[config.mk]
export PLATFORM = sky130hd
export DESIGN_NAME = apb_slave_bridge_flat
export DESIGN_NICKNAME = d
export VERILOG_FILES = /design/src/rtl/apb_slave_bridge_if.sv /design/src/rtl/apb_slave_bridge.sv /design/src/flat_wrapper.sv
export SDC_FILE = /design/constraint.sdc
export NUM_CORES = 1
export LEC_CHECK = 0
export BUFFER_PORTS_ARGS = -buffer_cell sky130_fd_sc_hd__buf_2
export CAP_MARGIN = 40
export CORE_MARGIN = 2
export CORE_UTILIZATION = 50
export DETAILED_ROUTE_END_ITERATION = 16
export PLACE_DENSITY = 0.85
export SLEW_MARGIN = 25
export SYNTH_ARGS = -nofsm -noshare
export SYNTH_HDL_FRONTEND = slang
export SYNTH_SLANG_ARGS = --single-unit
[constraint.sdc]
create_clock -name clk -period 3.93 [get_ports clk]
set_input_delay 0.786 -clock clk [delete_from_list [all_inputs] [get_ports clk]]
set_output_delay 0.786 -clock clk [all_outputs]
set_load 0.1 [all_outputs]
[src/rtl/apb_slave_bridge_if.sv]
// Bundle of the APB4 completer signals and the register-backend handshake
// that apb_slave_bridge sits between.
interface apb_slave_bridge_if #(
  parameter int ADDR_W = 32,
  parameter int DATA_W = 32,
  parameter int REG_AW = 12
);
  logic                  psel;
  logic                  penable;
  logic                  pwrite;
  logic [ADDR_W-1:0]     paddr;
  logic [DATA_W-1:0]     pwdata;
  logic [DATA_W/8-1:0]   pstrb;
  logic [DATA_W-1:0]     prdata;
  logic                  pready;
  logic                  pslverr;

  logic [REG_AW-1:0]     reg_addr;
  logic                  wr_en;
  logic                  rd_en;
  logic [DATA_W-1:0]     wdata;
  logic [DATA_W/8-1:0]   wstrb;
  logic [DATA_W-1:0]     rdata;
  logic                  ack;
  logic                  error;

  // Bridge side: consumes APB requests and backend responses.
  modport slave (
    input  psel, penable, pwrite, paddr, pwdata, pstrb,
    output prdata, pready, pslverr,
    output reg_addr, wr_en, rd_en, wdata, wstrb,
    input  rdata, ack, error
  );

  // Environment side: APB requester plus register backend.
  modport master (
    output psel, penable, pwrite, paddr, pwdata, pstrb,
    input  prdata, pready, pslverr,
    input  reg_addr, wr_en, rd_en, wdata, wstrb,
    output rdata, ack, error
  );
endinterface

[src/rtl/apb_slave_bridge.sv]
// APB4 slave to register-backend bridge: decodes a base window, issues one
// wr_en/rd_en strobe per hit, waits for ack with a timeout, answers on PREADY.
module apb_slave_bridge #(
  parameter int                        ADDR_W      = 32,
  parameter int                        DATA_W      = 32,
  parameter int                        REG_AW      = 12,
  parameter logic [ADDR_W-REG_AW-1:0]  BASE_ADDR   = 20'h4_0001,
  parameter bit                        CHECK_ALIGN = 1'b1,
  parameter int                        TIMEOUT     = 15
) (
  input  logic              clk,
  input  logic              rst_n,
  apb_slave_bridge_if.slave bus
);
  localparam int STRB_W  = DATA_W / 8;
  localparam int ALIGN_W = $clog2(STRB_W);
  localparam int CNT_W   = 8;

  typedef enum logic [1:0] {IDLE, REQ, WAIT, DONE} state_t;

  state_t            state, state_d;
  logic [CNT_W-1:0]  cnt, cnt_d;
  logic              err_q;
  logic [REG_AW-1:0] addr_q;
  logic              wr_q;
  logic [DATA_W-1:0] wdata_q;
  logic [STRB_W-1:0] wstrb_q;
  logic [DATA_W-1:0] cap_q;

  logic setup, aligned, hit, busy, tmo, ack_take, tmo_take;

  assign setup    = (state == IDLE) && bus.psel && !bus.penable;
  assign aligned  = (bus.paddr[ALIGN_W-1:0] == '0);
  assign hit      = (bus.paddr[ADDR_W-1:REG_AW] == BASE_ADDR) && (aligned || !CHECK_ALIGN);
  assign busy     = ((state == REQ) || (state == WAIT)) && bus.psel;
  assign tmo      = (cnt == CNT_W'(TIMEOUT - 1));
  assign ack_take = busy && bus.ack;
  // In WAIT an ack in the same cycle as the last counter value still wins.
  assign tmo_take = busy && (state == WAIT) && !bus.ack && tmo;

  always_ff @(posedge clk) begin
    if (!rst_n) begin
      state <= IDLE;
      cnt   <= '0;
      err_q <= 1'b0;
    end else begin
      state <= state_d;
      cnt   <= cnt_d;
      if (setup)
        err_q <= !hit;
      else if (ack_take)
        err_q <= bus.error;
      else if (tmo_take)
        err_q <= 1'b1;
    end
  end

  always_comb begin
    state_d = state;
    cnt_d   = cnt;
    case (state)
      IDLE: if (setup) state_d = hit ? REQ : DONE;
      REQ: begin
        if (!bus.psel)
          state_d = IDLE;
        else if (bus.ack)
          state_d = DONE;
        else begin
          state_d = WAIT;
          cnt_d   = '0;
        end
      end
      WAIT: begin
        if (!bus.psel)
          state_d = IDLE;
        else if (bus.ack || tmo)
          state_d = DONE;
        else
          cnt_d = cnt + 1'b1;
      end
      DONE:    state_d = IDLE;
      default: state_d = IDLE;
    endcase
  end

  // Request/response latches carry no reset; outputs are gated by state.
  always_ff @(posedge clk) begin
    if (setup) begin
      addr_q  <= bus.paddr[REG_AW-1:0];
      wr_q    <= bus.pwrite;
      wdata_q <= bus.pwdata;
      wstrb_q <= bus.pstrb;
    end
    if (ack_take)
      cap_q <= wr_q ? '0 : bus.rdata;
    else if (tmo_take)
      cap_q <= '0;
  end

  assign bus.pready   = (state == DONE);
  assign bus.pslverr  = (state == DONE) && err_q;
  assign bus.prdata   = ((state == DONE) && !err_q && !wr_q) ? cap_q : '0;
  assign bus.wr_en    = (state == REQ) && wr_q;
  assign bus.rd_en    = (state == REQ) && !wr_q;
  assign bus.reg_addr = (state != IDLE) ? addr_q : '0;
  assign bus.wdata    = ((state != IDLE) && wr_q) ? wdata_q : '0;
  assign bus.wstrb    = ((state != IDLE) && wr_q) ? wstrb_q : '0;
endmodule

[src/flat_wrapper.sv]
// flat-port wrapper written by rule: the top's interface ports become plain ports
module apb_slave_bridge_flat 
#(
  parameter int                        ADDR_W      = 32,
  parameter int                        DATA_W      = 32,
  parameter int                        REG_AW      = 12,
  parameter logic [ADDR_W-REG_AW-1:0]  BASE_ADDR   = 20'h4_0001,
  parameter bit                        CHECK_ALIGN = 1'b1,
  parameter int                        TIMEOUT     = 15
)
  (clk, rst_n, bus_psel, bus_penable, bus_pwrite, bus_paddr, bus_pwdata, bus_pstrb, bus_prdata, bus_pready, bus_pslverr, bus_reg_addr, bus_wr_en, bus_rd_en, bus_wdata, bus_wstrb, bus_rdata, bus_ack, bus_error);
  apb_slave_bridge_if #(.ADDR_W(ADDR_W), .DATA_W(DATA_W), .REG_AW(REG_AW)) bus_i ();
  input  logic clk;
  input  logic rst_n;
  input wire logic [$bits(bus_i.psel)-1:0] bus_psel;
  input wire logic [$bits(bus_i.penable)-1:0] bus_penable;
  input wire logic [$bits(bus_i.pwrite)-1:0] bus_pwrite;
  input wire logic [$bits(bus_i.paddr)-1:0] bus_paddr;
  input wire logic [$bits(bus_i.pwdata)-1:0] bus_pwdata;
  input wire logic [$bits(bus_i.pstrb)-1:0] bus_pstrb;
  output wire logic [$bits(bus_i.prdata)-1:0] bus_prdata;
  output wire logic [$bits(bus_i.pready)-1:0] bus_pready;
  output wire logic [$bits(bus_i.pslverr)-1:0] bus_pslverr;
  output wire logic [$bits(bus_i.reg_addr)-1:0] bus_reg_addr;
  output wire logic [$bits(bus_i.wr_en)-1:0] bus_wr_en;
  output wire logic [$bits(bus_i.rd_en)-1:0] bus_rd_en;
  output wire logic [$bits(bus_i.wdata)-1:0] bus_wdata;
  output wire logic [$bits(bus_i.wstrb)-1:0] bus_wstrb;
  input wire logic [$bits(bus_i.rdata)-1:0] bus_rdata;
  input wire logic [$bits(bus_i.ack)-1:0] bus_ack;
  input wire logic [$bits(bus_i.error)-1:0] bus_error;
  assign bus_i.psel = bus_psel;
  assign bus_i.penable = bus_penable;
  assign bus_i.pwrite = bus_pwrite;
  assign bus_i.paddr = bus_paddr;
  assign bus_i.pwdata = bus_pwdata;
  assign bus_i.pstrb = bus_pstrb;
  assign bus_prdata = bus_i.prdata;
  assign bus_pready = bus_i.pready;
  assign bus_pslverr = bus_i.pslverr;
  assign bus_reg_addr = bus_i.reg_addr;
  assign bus_wr_en = bus_i.wr_en;
  assign bus_rd_en = bus_i.rd_en;
  assign bus_wdata = bus_i.wdata;
  assign bus_wstrb = bus_i.wstrb;
  assign bus_i.rdata = bus_rdata;
  assign bus_i.ack = bus_ack;
  assign bus_i.error = bus_error;
  apb_slave_bridge #(.ADDR_W(ADDR_W), .DATA_W(DATA_W), .REG_AW(REG_AW), .BASE_ADDR(BASE_ADDR), .CHECK_ALIGN(CHECK_ALIGN), .TIMEOUT(TIMEOUT)) u_core (.clk(clk), .rst_n(rst_n), .bus(bus_i));
endmodule
==> qor.yml, run 1 <==
status: "finished, final reports clean"
synth_xor_area_share_pct: 0
crit_fanout: 36
cts_tree: "built"
worstSkewPairLatency_ns: 0.35
cts_resized: 0
synthCells: 303
numCtsBuffers: 9
vdd_drop_max_mv: 0.246
ys.warnings.count: 0
synth.most_common_cell: "and2_1"
core_area_mm2: 0.00773
die_area_mm2: 0.00874
cts.path.max_buffers: 2
r2r-start: "u_core.state[0]$_SDFFE_PN0P_"
rsz0062_at_grt: "false"
syn_avg_cell_area_um2: 13.2
cts_setup_buffers: 0
maxSlewViolCount: 0
chipWidth_um: 93.5
p_leak_uw: 0.00236
dpl-instance-area_mm2: 0.00507
ys_top_cells_by_area: "edfxtp_1 61%, and2_1 16%, dfxtp_1 5.5%, nor2b_1 2.2%, ha_1 1.9%"
power.total_uw: 3410
diodes: 0
required_ns: 3.14
cts_hold_buf: 0
p_int_uw: 1730
io_pins: 191
cts_sinks: 92
slowest_stage: "buf_2"
ys.flop_type: "edfxtp_1"
root_buffer: "clkbuf_8"
grt_pass1_wl_um: 14400
fmax_ghz: 0.318
synthMuxAreaShare_pct: 0.250
rows: 32
drc: 0
hold_class: "reg -> reg"
synth_edf_count: 81
grt_max_degree: 37
grt_use_total_pct: 22.0
power.density_mw_per_mm2: 649
drive_gt1_share_pct: 44.3
path_class: "reg -> out"
antenna_found_initial: 0
path_clk_slew_ns: 0.09
start_util_pct: 51.8
cp-start-kind: "register"
ys_seq_elements: 92
switching_share_pct: 49.4
relSlewSlack_pct: 56.3
endpoint_kind: "primary output"
worst_pin_slew_ns: 0.656
gr-total-overflow: 0
p_clk_share_pct: 17.0
drtIter0Drc: 163
critPathMaxStageDelay_ns: 0.44
fin_tns_setup_ns: 0
setup_violations: 0
yosys.area.top_type: "edfxtp_1"
synth_top_family_by_area: "simple AND/OR/NAND/NOR gates"
post-route-period-util_pct: 80.0
globalplace.congestion: 0.813
avgViaCountPerCell: 5.02
synth_compound_area_share_pct: 5.09
reg2reg_to: "u_core.wdata_q[11]$_DFFE_PP_"
synth_simple_gate_area_share_pct: 24.0
die-height_um: 93.5
pwr-share-comb_pct: 46.1
vias: 3026
critPathArrivalTime_ns: 2.36
yosysTopAreaCellShare_pct: 60.8
worst_r2r_path_depth: 5
firstDrtPassIters: 4
p_sw_uw: 1680
seqPwrFrac_pct: 36.9
dp_hpwl_um: 7580
wl_per_cell_um: 16.4
synthTopCellsByCount: "102 x and2_1, 81 x edfxtp_1, 14 x nor2b_1"
drtAntennaViolNets: 0
crit_chain: "inv_1 -> ha_1 -> nor2b_2 -> buf_4 -> and2_1 -> buf_2"
syn-cell-area_mm2: 0.00400
syn2layout_area_growth_pct: 31.3
htreeDepth: 3
whs_path_depth: 2
min_from: "u_core.cnt[2]$_SDFFE_PN0P_"
grt_pass1_vias: 2926
yosysSeqAreaShare_pct: 66.3
fin_crit_ns: 3.14
synth_nets: 416
final_nets: 609
r2r_slack_ns: 1.66
portBuffers: 190
drv_cap: 0
yosys.area_share.adder_pct: 1.88
skew_ns: 0.0146
async_reset_ff_share_pct: 0
whs_endpoint: "u_core.cnt[2]$_SDFFE_PN0P_"
design_area_mm2: 0.00526
wl_um: 9900
finalHoldViolCount: 0
synth_cell_types: 41
==> critical path, delay by kind of cell, from the launching register on <==
kind / cells / cell delay [ns]
adder cells (fa/ha/maj): 1 / 0.43
buffers and inverters: 3 / 0.81
flip-flops: 1 / 0.37
AND/OR/NAND/NOR: 2 / 0.39
==> metrics by stage <==
stage	instances	setup slack, ns	util, %	hold WS [ns]
after floorplan	303	0.570	-	0.487
after global placement	586	1.25	65.4	0.511
after detailed placement	587	1.14	65.7	0.521
after CTS	603	0.760	68.0	0.534
after global routing	603	0.658	68.0	0.565
final	603	0.788	68.0	0.540
==> registers in the layout, indices dropped and copies added (netlist names) <==
name            count
u_core.err_q        1
u_core.cnt          8
u_core.cap_q       32
u_core.wr_q         1
u_core.wdata_q     32
u_core.wstrb_q      4
u_core.state        2
u_core.addr_q      12
==> final cells by class <==
cell class              count  area, um^2
fillers                   589        2470
flip-flops and latches     92        2650
clock inverters             7        57.6
repair buffers            195        1000
well taps                 102         128
clock buffers               9         124
multi-input cells         189        1260
inverters                   9        33.8
==> cell usage in the layout (no fill, tap or decap), types with 2 or more instances in the layout <==
| master | Yosys | routed |
|---|---|---|
| o32ai_1 | 2 | 2 |
| o21ai_0 | 2 | 2 |
| nor4b_1 | 2 | 2 |
| dfxtp_1 | 11 | 11 |
| nand3b_1 | 2 | 2 |
| o31ai_1 | 2 | 2 |
| nor2b_1 | 14 | 13 |
| o211ai_1 | 3 | 3 |
| nor4_1 | 3 | 3 |
| a31oi_1 | 2 | 2 |
| and2_1 | 102 | 102 |
| buf_2 | 0 | 190 |
| clkinvlp_4 | 0 | 2 |
| nor2_1 | 5 | 4 |
| edfxtp_1 | 81 | 81 |
| a21oi_1 | 6 | 6 |
| clkbuf_8 | 2 | 9 |
| inv_1 | 9 | 8 |
| inv_6 | 0 | 2 |
| nand2_1 | 10 | 10 |
| ha_1 | 6 | 6 |
| a211oi_1 | 2 | 2 |
| buf_4 | 0 | 4 |
| nand3_1 | 5 | 5 |
==> kinds of logic (layout without fill, tap and decap cells) <==
kind of cell	after synthesis	in the layout
multiplexers	1	1
AO/OA/AOI/OAI	28	28
buffers and inverters	22	220
AND/OR/NAND/NOR	154	154
adder cells (fa/ha/maj)	6	6
flip-flops	92	92
==> how the worst max path moves through the flow <==
stage | start | endpoint | slack, ns | depth (start not counted)
4_1_cts | u_core.state[0]$_SDFFE_PN0P_ | bus_wdata[16] | 0.76 | 6
3_5_place_dp | u_core.state[0]$_SDFFE_PN0P_ | bus_wdata[16] | 1.14 | 6
6_report | u_core.state[0]$_SDFFE_PN0P_ | bus_wstrb[2] | 0.79 | 6
3_3_place_gp | u_core.state[0]$_SDFFE_PN0P_ | bus_wdata[16] | 1.25 | 6
5_1_grt | u_core.state[1]$_SDFFE_PN0P_ | bus_wdata[16] | 0.66 | 6
2_1_floorplan | u_core.state[0]$_SDFFE_PN0P_ | bus_prdata[0] | 0.57 | 4
==> per-layer routing <==
| metal | global-route usage [%] | vias up | routed length (um) |
|---|---|---|---|
| met5 | 0 | - | 0 |
| met4 | 7.84 | 0 | 153 |
| met2 | 39.4 | 151 | 5030 |
| met1 | 24.2 | 1409 | 3670 |
| met3 | 7.33 | 14 | 1050 |
| li1 | - | 1452 | - |
==> power groups by stage <==
stage               Combinational [uW]  Sequential [uW]  Clock, uW
finish                            1570             1260        581
global route                      1630             1270        628
CTS                               1580             1260        598
detailed placement                1570             1280          0
global placement                  1540             1280          0
floorplan                         1300             1270          0
(Power assumes the default switching activity.)
==> run 2: changes to the inputs <==
CORE_UTILIZATION = 42   (was 50)
PLACE_DENSITY = 0.76   (was 0.85)
clock period = 2.5 ns   (was 3.93 ns; I/O delays follow)
==> qor.yml, run 2 (same netlist as run 1, synthesis figures left out) <==
multi_input_area_mm2: 0.00134  # +6.3%
globalplace.congestion: 0.843  # +3.7%
path_class: "reg -> out"
core_area_mm2: 0.00924  # +20%
r2r_slack_ns: 0.61  # -1.05 ns
fin_crit_ns: 2.33
vdd_drop_max_mv: 0.636  # +160%
place_ws_ns: 0.493  # -0.651 ns
drive_gt1_share_pct: 56.3  # +12 points
post-route-period-util_pct: 93.2
final_cell_mix: "122 x buf_2, 81 x edfxtp_1, 70 x buf_12, 62 x and2_2, 41 x and2_1"
power.total_uw: 5990  # +75%
grt_pass1_wl_um: 15400  # +7.5%
die-height_um: 102  # +8.7%
fmax_ghz: 0.429
wl_um: 10600  # +6.8%
io_pins: 191  # unchanged
drc: 0  # unchanged
cts_sinks: 92  # unchanged
final_nets: 612  # +0.49%
hold_class: "in -> reg"
start_util_pct: 43.3  # -8.5 points
syn2layout_area_growth_pct: 60.8
avgViaCountPerCell: 4.74  # -5.5%
power.density_mw_per_mm2: 930  # +43%
cp-start-kind: "register"
path_clk_slew_ns: 0.09  # about the same
maxSlewViolCount: 0  # unchanged
reg_top3: "u_core.cap_q: 32 flops, u_core.wdata_q: 32 flops, u_core.addr_q: 12 flops"
setup_violations: 0  # unchanged
chipWidth_um: 102  # +8.7%
skew_ns: 0.0102  # -0.00442 ns
relSlewSlack_pct: 65.8  # +9.5 points
dp_hpwl_um: 8310  # +9.6%
nFillCells: 641  # +8.8%
dpl-instance-area_mm2: 0.00624  # +23%
root_buffer: "clkbuf_8"
grt_pass1_vias: 2970  # +1.5%
required_ns: 2.00  # -1.14 ns
rsz0062_at_grt: "false"
firstDrtPassIters: 4  # unchanged
antenna_found_initial: 1  # +1
grt_use_total_pct: 20.1  # -1.9 points
crit_fanout: 10  # -72%
status: "finished, final reports clean"
cts_hold_buf: 0  # unchanged
die_area_mm2: 0.0103  # +18%
numCtsBuffers: 9  # unchanged
seq_area_mm2: 0.00265  # unchanged
worst_pin_slew_ns: 0.517  # -0.139 ns
worstSkewPairLatency_ns: 0.35  # about the same
setup_slack_ns: 0.170  # -0.617 ns
htreeDepth: 3  # unchanged
critPathArrivalTime_ns: 1.83  # -0.53 ns
cts_setup_buffers: 0  # unchanged
portBuffers: 190  # unchanged
cts.path.max_buffers: 2  # unchanged
rows: 35  # +9.4%
p_leak_uw: 0.00262  # +11%
fin_util_pct: 69.7  # +1.7 points
gr-total-overflow: 0  # unchanged
drtIter0Drc: 142  # -13%
cts_tree: "built"
drtAntennaViolNets: 0  # unchanged
final_common_cell: "buf_2"
finalHoldViolCount: 0  # unchanged
vias: 3007  # -0.63%
endpoint_kind: "primary output"
drv_cap: 0  # unchanged
grt_max_degree: 37  # unchanged
design_area_mm2: 0.00644  # +23%
wl_per_cell_um: 16.7  # +1.5%
-- run 2: layer usage --
metal / vias up / part of all wire, % / GRT usage, % / routed length, um
met5: - / 0 / 0 / 0
met4: 0 / 1.5 / 6.44 / 161
met3: 11 / 9.6 / 7.04 / 1020
met2: 137 / 53 / 36.8 / 5580
met1: 1396 / 36 / 21.5 / 3810
li1: 1463 / - / - / -
-- run 2: final timing paths --
check | from | end | depth (start not counted)
min | bus_pwdata[24] | u_core.wdata_q[24]$_DFFE_PP_ | 1
min reg2reg | u_core.cnt[7]$_SDFFE_PN0P_ | u_core.cnt[7]$_SDFFE_PN0P_ | 1
max reg2reg | u_core.state[0]$_SDFFE_PN0P_ | u_core.cnt[6]$_SDFFE_PN0P_ | 6
max | u_core.state[0]$_SDFFE_PN0P_ | bus_reg_addr[3] | 5
-- run 2: area by class of cell --
cell class / instances / area share (%)
clock inverter: 7 / 1.03
multi-input combinational: 189 / 20.8
sequential: 92 / 41.2
timing repair buffer: 198 / 32.0
tap: 129 / 2.51
inverter: 9 / 0.525
antenna: 1 / 0.0389
clock buffer: 9 / 1.92
-- run 2: report_power, final --
part           leakage (uW)  internal (uW)  switching (uW)
clock             0.0000923            458             516
sequential         0.000842           1920            60.9
combinational       0.00169            897            2130
total               0.00262           3280            2710
-- run 2: what timing repair did --
action                                 4_1_cts  5_1_grt
endpoints found under the hold margin        0        0
resized for setup                            0        1
setup endpoints to repair                    0        5
-- run 2: through the flow --
stage                     cells  TNS (ns)  hold slack [ns]
after floorplan             303     -3.90            0.487
after global placement      617         0            0.507
after detailed placement    617         0            0.524
after CTS                   633         0            0.309
after global routing        634         0            0.299
final                       634         0            0.316
-- run 2: critical path: stages, from the launching register on --
cell     delay [ns]
dfxtp_1        0.38
inv_1          0.10
ha_1           0.24
buf_4          0.19
nor2b_1        0.13
buf_2          0.44
